<file path="src/rtl/alu_ctrl_stage.sv">
// ALU control stage: decodes alu_op/funct/opcode to a 4-bit ALU control code and registers operands.
// Latency: exactly one clock from decode inputs to every output; no combinational input-to-output path.
// Backpressure: stall holds every output register (including illegal_count); flush inserts a bubble.
//
// Optional feature: define ALU_CTRL_NOR_EN to decode R-type funct 0x27 as NOR (1100);
// without it, funct 0x27 is treated as an illegal instruction.
//
// Ports:
//   clk, reset              single clock, synchronous active-high reset
//   id_valid                decode stage presents a real instruction
//   alu_op[1:0]             00 mem, 01 branch, 10 R-type, 11 immediate
//   funct[5:0], opcode[5:0] R-type function field / opcode used for alu_op=11
//   alu_src                 1 selects imm as operand b, 0 selects rt_data
//   rs_data, rt_data, imm   32-bit operands (imm already extended)
//   stall, flush            hold outputs / replace stage contents with a bubble
//   ex_valid, ex_control    registered valid and ALU control code
//   ex_a, ex_b              registered ALU operands
//   ex_illegal              registered undecodable-instruction flag
//   illegal_count[7:0]      saturating count of illegal instructions accepted

module alu_ctrl_stage (
    input  logic        clk,
    input  logic        reset,
    input  logic        id_valid,
    input  logic [1:0]  alu_op,
    input  logic [5:0]  funct,
    input  logic [5:0]  opcode,
    input  logic        alu_src,
    input  logic [31:0] rs_data,
    input  logic [31:0] rt_data,
    input  logic [31:0] imm,
    input  logic        stall,
    input  logic        flush,
    output logic        ex_valid,
    output logic [3:0]  ex_control,
    output logic [31:0] ex_a,
    output logic [31:0] ex_b,
    output logic        ex_illegal,
    output logic [7:0]  illegal_count
);

    localparam logic [3:0] CTL_AND = 4'b0000;
    localparam logic [3:0] CTL_OR  = 4'b0001;
    localparam logic [3:0] CTL_ADD = 4'b0010;
    localparam logic [3:0] CTL_SUB = 4'b0110;
    localparam logic [3:0] CTL_SLT = 4'b0111;
`ifdef ALU_CTRL_NOR_EN
    localparam logic [3:0] CTL_NOR = 4'b1100;
`endif

    logic [3:0] dec_control;
    logic       dec_illegal;

    // Raw decode, before qualification by id_valid. Illegal decodes drive
    // CTL_AND (0000) so the ALU never sees an undefined code.
    always_comb begin
        dec_control = CTL_AND;
        dec_illegal = 1'b0;
        case (alu_op)
            2'b00: dec_control = CTL_ADD;
            2'b01: dec_control = CTL_SUB;
            2'b10: begin
                case (funct)
                    6'h20, 6'h21: dec_control = CTL_ADD;
                    6'h22, 6'h23: dec_control = CTL_SUB;
                    6'h24:        dec_control = CTL_AND;
                    6'h25:        dec_control = CTL_OR;
                    6'h2A:        dec_control = CTL_SLT;
`ifdef ALU_CTRL_NOR_EN
                    6'h27:        dec_control = CTL_NOR;
`endif
                    default:      dec_illegal = 1'b1;
                endcase
            end
            default: begin
                case (opcode)
                    6'h08:   dec_control = CTL_ADD;
                    6'h0C:   dec_control = CTL_AND;
                    6'h0D:   dec_control = CTL_OR;
                    6'h0A:   dec_control = CTL_SLT;
                    default: dec_illegal = 1'b1;
                endcase
            end
        endcase
    end

    // Priority per edge: reset, then flush, then stall (hold), then load.
    always_ff @(posedge clk) begin
        if (reset) begin
            ex_valid      <= 1'b0;
            ex_control    <= 4'b0000;
            ex_a          <= 32'd0;
            ex_b          <= 32'd0;
            ex_illegal    <= 1'b0;
            illegal_count <= 8'd0;
        end else if (flush) begin
            // Bubble: illegal_count is deliberately left untouched.
            ex_valid   <= 1'b0;
            ex_control <= 4'b0000;
            ex_a       <= 32'd0;
            ex_b       <= 32'd0;
            ex_illegal <= 1'b0;
        end else if (!stall) begin
            ex_valid   <= id_valid;
            ex_a       <= rs_data;
            ex_b       <= alu_src ? imm : rt_data;
            // A non-instruction slot carries no control code or illegal flag,
            // but its operands are still captured.
            ex_control <= id_valid ? dec_control : 4'b0000;
            ex_illegal <= id_valid & dec_illegal;
            if (id_valid && dec_illegal && (illegal_count != 8'hFF))
                illegal_count <= illegal_count + 8'd1;
        end
    end

endmodule
</file>
<file path="config.mk">
export PLATFORM = sky130hd
export DESIGN_NAME = alu_ctrl_stage
export DESIGN_NICKNAME = d
export VERILOG_FILES = /design/src/rtl/alu_ctrl_stage.sv
export SDC_FILE = /design/constraint.sdc
export NUM_CORES = 1
export LEC_CHECK = 0
export BUFFER_PORTS_ARGS = -buffer_cell sky130_fd_sc_hd__buf_4
export CORE_ASPECT_RATIO = 1.5
export CORE_UTILIZATION = 47
export CTS_CLUSTER_DIAMETER = 200
export DETAILED_ROUTE_END_ITERATION = 7
export PLACE_DENSITY = 0.93
export REMOVE_ABC_BUFFERS = 1
export SLEW_MARGIN = 20
export SYNTH_ARGS = -nofsm -noshare
export SYNTH_HDL_FRONTEND = slang
export SYNTH_SLANG_ARGS = --single-unit
</file>
<file path="constraint.sdc">
create_clock -name clk -period 3.4 [get_ports clk]
set_input_delay 0.51 -clock clk [delete_from_list [all_inputs] [get_ports clk]]
set_output_delay 0.51 -clock clk [all_outputs]
set_load 0.01 [all_outputs]
</file>
==> summary.md, run 1 <==
| Metric | Value |
|---|---|
| Status | `complete, but fails checks` |
| Failing checks | `design-rule violations` |
| P_leak | `roughly 2.4 nW` |
| Remaining global-route overflow | `0` |
| FMAX | `roughly 0.56 GHz` |
| CTS Hold Bufs | `0` |
| Placed insts | `620` |
| Worst Setup SP | `stall` |
| Tot GR Track Use | `between 20% and 30%` |
| CP peak stage delay | `0.41 ns` |
| RSZ-0062 raised after global routing | `no` |
| Die Width | `71.10 um` |
| Clk root buf | `clkbuf_8` |
| Post-Route Setup TNS | `0 ns` |
| Clk slew on worst S/H paths | `around 0.08 ns` |
| Cell variety after synth | `37` |
| ANT cells | `0` |
| DR DRC count | `13` |
| Design Power | `approximately 0.0019 W` |
| Share of layout cells above drive strength 1 | `a little under 40%` |
| Ranking of synthesized cells by area | `dfxtp_1 (46%), mux2i_1 (19%), nor2_1 (12%)` |
| Final number of setup-violating endpoints | `0` |
| FF+latch count, synth | `77` |
| DP Wirelength | `~7000 um` |
| IO Port Bufs | `around 190` |
| Register area share after synthesis | `45.80%` |
| Top FF cell, synth | `dfxtp_1` |
| Initial Util | `between 40 and 50%` |
| Synth Instances | `373` |
| Hold Fails Final Rpt | `0` |
| Vias per Instance | `roughly 5.2` |
| Die area | `~0.0075 sq mm` |
| CP arrival | `2.01 ns` |
| Router iterations before antenna repair | `6` |
| Hold path start | `rs_data[12]` |
| Most numerous cell in the Yosys netlist | `nor2_1` |
| CP Class | `in2reg` |
| CTS tree | `done` |
| Row count | `37` |
| Routability-driven placement congestion ratio | `0.8747` |
| CP startpoint kind | `input pin` |
| Area leader, netlist | `dfxtp_1` |
| Cell family contributing the most delay on the critical path | `simple AND/OR/NAND/NOR gates` |
| Ports | `just under 200` |
| Fin crit period | `1.795 ns` |
| Post-synth top cells | `nor2_1 (106), dfxtp_1 (77), mux2i_1 (65)` |
| HP Class | `in2reg` |
| Maximum vdd drop | `~0.00032 V` |
| Detailed Route Iter0 Violations | `around 160` |
| Worst R2R Start | `illegal_count[0]` |
| Tightest Pin Transition | `around 0.66 ns` |
| Postcts setup bufs | `0` |
| Largest net degree at the start of global routing | `slightly below 70` |
| Synth warnings | `0` |
| Post-synth EDFFs | `0` |
| Post-synthesis cell area | `roughly 0.0034 sq mm` |
| Vias in the first global route | `around 3.2k` |
| Critical path fanouts, max | `42` |
| Clk buf depth | `2` |
| Post-route ant nets | `0` |
| Maximum level of the CTS H-tree | `3` |
| WL/cell | `approximately 14 um` |
| CP Cell Sequence | `buf_4 -> and3b_1 -> o21ai_2 -> nor4_1 -> mux2_1` |
| Routed wire length | `9082 um` |
| Post-CTS Resized | `0` |
| Final net count | `670` |
| Final Max Slew Viols | `0` |
| CP max stage cell | `nor4_1` |
| Core ar. | `slightly below 0.007 sq mm` |
| Rel. slew slack | `between 50% and 60%` |
| Vias | `roughly 3.3k` |
| WP data required | `between 3 and 4 ns` |
| Tcrit/Tclk final | `between 50% and 60%` |
| Initial antenna violation count | `0` |
| Max cap viols | `0` |
| Flop2flop setup slack | `1.67 ns` |
| Crit. End Element | `flop` |
| Chip height | `105.6 um` |
| Clk_lat worst skew | `0.33 ns` |
| Layout area overhead | `48.66%` |
| Asr flop ratio synth | `0%` |
| Cts bufs inserted | `9` |
| Finished Layout Cells | `between 600 and 700` |
| First-pass GRT wire length | `around 14000 um` |
| P per Cell Area | `between 300 and 400 mW/mm^2` |
| Clock skew | `approximately 0.0021 ns` |
| Mapped Avg Cell Area | `around 9.0 sq um` |
| Synth top area share | `between 40 and 50%` |
| CTS sink cnt | `a little under 80` |
| Bufs and invs on worst path | `1` |
==> final cells by class <==
type | count | area (sq um)
clock inverter | 5 | 62.56
fill | 499 | 1894
timing repair buffer | 194 | 1456
inverter | 2 | 7.507
sequential | 77 | 1541
clock buffer | 10 | 127.6
tap | 78 | 97.59
multi-input combinational | 269 | 1710
==> where the power goes <==
group / leakage, nW / internal [W] / switching [W]
clock: 0.0886 / 0.000338 / 0.000326
sequential: 0.626 / 0.000928 / 0.0000150
combinational: 1.73 / 0.000178 / 0.000139
total: 2.44 / 0.00144 / 0.000480
==> stage by stage <==
stage	setup WS, ns	utilization (%)	cell area (sq um)	hold slack (ns)
floorplan	1.524	-	3259	0.4827
global placement	1.335	69.78	4813	0.4519
detailed placement	1.246	69.78	4813	0.4673
CTS	1.605	72.54	5004	0.3929
global route	1.510	72.54	5004	0.3921
finish	1.605	72.54	5004	0.4027
==> registers in the layout, indices dropped and copies added, names as in the netlist <==
register	cells
ex_b	32
illegal_count	8
ex_a	32
ex_valid	1
ex_control	3
ex_illegal	1
==> worst paths after layout <==
kind | end | depth (start not counted)
setup reg to reg | illegal_count[5] | 5
setup / recovery | illegal_count[5] | 5
hold / removal | ex_a[12] | 3
hold reg to reg | ex_control[1] | 2
==> layer usage <==
metal | GRT usage (%) | up-vias | wire [um]
li1 | - | 1626 | -
met1 | 22.55 | 1545 | 3194
met2 | 46.43 | 126 | 5047
met3 | 5.163 | 21 | 583
met4 | 11.57 | 0 | 257
met5 | 0 | - | 0
==> placed cells by master, fill, tap and decap left out, types with 8 or more instances in the layout <==
cell,Yosys,routed
a21oi_1,37,37
nor2b_1,8,8
mux2_1,8,8
mux2i_1,65,65
nor2_1,106,106
dfxtp_1,77,77
buf_4,1,194
clkbuf_8,0,9
==> cells by family (layout without fill, tap and decap cells) <==
kind of cell,Yosys count,in the layout,synth area share [%]
AND/OR/NAND/NOR,145,145,19.67
flip-flops,77,77,45.80
multiplexers,73,73,22.01
AO/OA/AOI/OAI,49,49,8.662
buffers and inverters,27,211,3.383
adder cells (fa/ha/maj),1,1,0.3717
other,1,1,0.1114
==> worst reg2reg max path, cell delays in order (launching register included) <==
cell      delay, ns
dfxtp_1        0.36
ha_1           0.27
nand3_1        0.11
o21bai_2       0.12
nor4_1         0.39
mux2_1         0.37
Note: power is estimated with default switching activity, not from simulation.
==> inputs of run 2 (changes only) <==
--- a/config.mk
+++ b/config.mk
@@ -7,10 +7,10 @@
 export LEC_CHECK = 0
 export BUFFER_PORTS_ARGS = -buffer_cell sky130_fd_sc_hd__buf_4
 export CORE_ASPECT_RATIO = 1.5
-export CORE_UTILIZATION = 47
+export CORE_UTILIZATION = 44
 export CTS_CLUSTER_DIAMETER = 200
 export DETAILED_ROUTE_END_ITERATION = 7
-export PLACE_DENSITY = 0.93
+export PLACE_DENSITY = 0.88
 export REMOVE_ABC_BUFFERS = 1
 export SLEW_MARGIN = 20
 export SYNTH_ARGS = -nofsm -noshare
==> constraint.sdc (replaced) <==
create_clock -name clk -period 1.8 [get_ports clk]
set_input_delay 0.27 -clock clk [delete_from_list [all_inputs] [get_ports clk]]
set_output_delay 0.27 -clock clk [all_outputs]
set_load 0.01 [all_outputs]
==> run 2 against run 1 <==
The run now ends clean; register-to-register slack lost 1.6 ns; via count grew 0.48%; cell area rose by 0.98%; worst hold slack worse by 0.25 ns; count of clock-buffer cells in the layout grew 1; worst setup slack got worse by 1.5 ns; critical path type is now reg2reg; largest cell class unchanged; highest routed layer unchanged.
==> summary.md, run 2 (synthesis gave the netlist of run 1 again) <==
| Metric | Value |
|---|---|
| Crit. End Element | `flop` |
| Die Width | `73.41 um (+3.3%)` |
| Fillers | `617 (+24%)` |
| Fin crit period | `between 1.5 and 2 ns` |
| Status | `finished, final reports clean` |
| Clk root buf | `clkbuf_8` |
| Clock skew | `0.001278 ns (-0.0007830 ns)` |
| ANT cells | `0 (unchanged)` |
| Pre-CTS WS | `0.03932 ns (-1.206 ns)` |
| Share of layout cells above drive strength 1 | `38.75% (+0.15 points)` |
| Commonest non-fill, non-tap cell in the layout | `buf_4` |
| Routed wire length | `9265 um (+2.0%)` |
| Comb power frac | `17.7% (+1.2 points)` |
| Core ar. | `0.007322 sq mm (+6.1%)` |
| Multi-input gate area | `0.001710 sq mm (unchanged)` |
| CTS sink cnt | `77 (unchanged)` |
| First-pass GRT wire length | `13800 um (-1.5%)` |
| FMAX | `0.5782 GHz` |
| Clk buf depth | `2 (unchanged)` |
| Flop2flop setup slack | `0.07 ns (-1.60 ns)` |
| Chip height | `109.1 um (+3.3%)` |
| DR DRC count | `0 (-13)` |
| Final net count | `672 (+0.30%)` |
| Largest registers | `ex_a: 32 flops, ex_b: 32 flops, illegal_count: 8 flops` |
| Switching Fraction | `25.74% (+0.79 points)` |
| Cts bufs inserted | `9 (unchanged)` |
| Critical path fanouts, max | `7 (-83%)` |
| Clk slew on worst S/H paths | `0.08 ns (about the same)` |
| Hold Fails Final Rpt | `0 (unchanged)` |
| Vias per Instance | `5.052 (-3.3%)` |
| Router iterations before antenna repair | `4 (-2)` |
| RSZ-0062 raised after global routing | `no` |
| End of the critical path | `illegal_count[7]` |
| CP Class | `reg2reg` |
| Clk_lat worst skew | `0.34 ns (about the same)` |
| DP Wirelength | `6971 um (+0.20%)` |
| Sequential Power Share | `51.0% (+2.0 points)` |
| CP arrival | `1.96 ns (-0.05 ns)` |
| R2R cell count | `5 (unchanged)` |
| Register area | `0.001541 sq mm (unchanged)` |
| IO Port Bufs | `192 (unchanged)` |
| Vias | `3334 (+0.48%)` |
| CTS Hold Bufs | `0 (unchanged)` |
| Die area | `0.008010 sq mm (+6.7%)` |
| Tcrit/Tclk final | `96.08%` |
| Final number of setup-violating endpoints | `0 (unchanged)` |
| Final Max Slew Viols | `0 (unchanged)` |
| Ports | `194 (unchanged)` |
| Layout area overhead | `50.11%` |
| CTS tree | `done` |
| P per Cell Area | `691.5 mW/mm^2 (+80%)` |
| Maximum vdd drop | `0.0005637 V (+74%)` |
| CP startpoint kind | `flop` |
| Vias in the first global route | `3158 (-1.1%)` |
| Largest net degree at the start of global routing | `103 (+51%)` |
| Initial antenna violation count | `0 (unchanged)` |
| Critical register-to-register path endpoint | `illegal_count[7]` |
| Maximum level of the CTS H-tree | `3 (unchanged)` |
| WL/cell | `14.04 um (-1.8%)` |
| Tot GR Track Use | `22.66% (-1.1 points)` |
| Clock network power share | `31.3% (-3.2 points)` |
| Internal power | `0.002594 W (+80%)` |
| Design Power | `0.003494 W (+81%)` |
| Post-route ant nets | `0 (unchanged)` |
| Postcts setup bufs | `0 (unchanged)` |
| Initial Util | `45.97% (-2.8 points)` |
| Worst R2R Start | `illegal_count[0]` |
| Post-Route Setup TNS | `0 ns (unchanged)` |
| P_leak | `2.458 nW (+0.75%)` |
| Detailed Route Iter0 Violations | `125 (-23%)` |
| Most frequent cells in the layout | `buf_4 (193), nor2_1 (106), dfxtp_1 (77), mux2i_1 (65), a21oi_1 (37)` |
| WP data required | `2.03 ns (-1.59 ns)` |
| HP Class | `in2reg` |
| Remaining global-route overflow | `0 (unchanged)` |
| Max cap viols | `0 (unchanged)` |
| Post-CTS Resized | `0 (unchanged)` |
| Worst Setup SP | `illegal_count[0]` |
| Row count | `38 (+2.7%)` |
| Final core occ | `69.00% (-3.5 points)` |
| Psw | `0.0008994 W (+87%)` |
| Final worst slack | `0.07057 ns (-1.534 ns)` |
| Routability-driven placement congestion ratio | `0.7921 (-9.4%)` |
-- run 2: cell types whose count changed in the layout (fill, tap and decap cells not counted), sizes merged --
cell | previous run | this run
clkinvlp | 2 | 1
clkinv | 2 | 4
bufinv | 1 | 0
buf | 194 | 196
clkbuf | 10 | 11
-- run 2: through the flow --
| stage | instances | hold WS, ns | instance area, sq um |
|---|---|---|---|
| floorplan | 348 | 0.4060 | 3259 |
| global placement | 644 | 0.4517 | 4893 |
| detailed placement | 644 | 0.4657 | 4893 |
| CTS | 660 | 0.1383 | 5052 |
| global route | 660 | 0.1406 | 5052 |
| finish | 660 | 0.1522 | 5052 |
-- run 2: cell type report --
class | instances | share of cell area (%)
tap | 100 | 2.476
clock inverter | 5 | 0.5448
sequential | 77 | 30.51
inverter | 2 | 0.1486
clock buffer | 11 | 2.600
timing repair buffer | 196 | 29.87
multi-input combinational | 269 | 33.85
-- run 2: per-layer routing --
| metal | part of all wire (%) | wire, um | GRT usage, % | vias up |
|---|---|---|---|---|
| met2 | 54 | 5024 | 42.00 | 136 |
| met1 | 36 | 3354 | 22.45 | 1544 |
| met5 | 0 | 0 | 0 | - |
| met4 | 2.6 | 241 | 11.26 | 0 |
| met3 | 7.0 | 645 | 6.654 | 22 |
| li1 | - | - | - | 1632 |
-- run 2: worst max-delay path, cell delays in order, from the launching register on --
cell	delay [ns]
dfxtp_1	0.36
ha_1	0.26
nand3_1	0.11
o21bai_2	0.13
nor4b_1	0.39
mux2_1	0.36
-- run 2: power groups by stage --
stage | logic (W) | registers, W | clock network [W]
after CTS | 0.000622 | 0.00178 | 0.00112
after detailed placement | 0.000619 | 0.00182 | 0
after global routing | 0.000671 | 0.00179 | 0.00120
after global placement | 0.000600 | 0.00182 | 0
final | 0.000617 | 0.00178 | 0.00109
after floorplan | 0.000201 | 0.00184 | 0
-- run 2: how the worst min path moves through the flow --
stage	start	to	slack (ns)	cells past startpoint
6_report	rs_data[10]	ex_a[10]	0.15	3
4_1_cts	rs_data[1]	ex_a[1]	0.14	3
3_3_place_gp	ex_control[1]	ex_control[1]	0.45	2
5_1_grt	rs_data[1]	ex_a[1]	0.14	3
2_1_floorplan	stall	ex_control[1]	0.41	2
3_5_place_dp	ex_control[1]	ex_control[1]	0.47	2
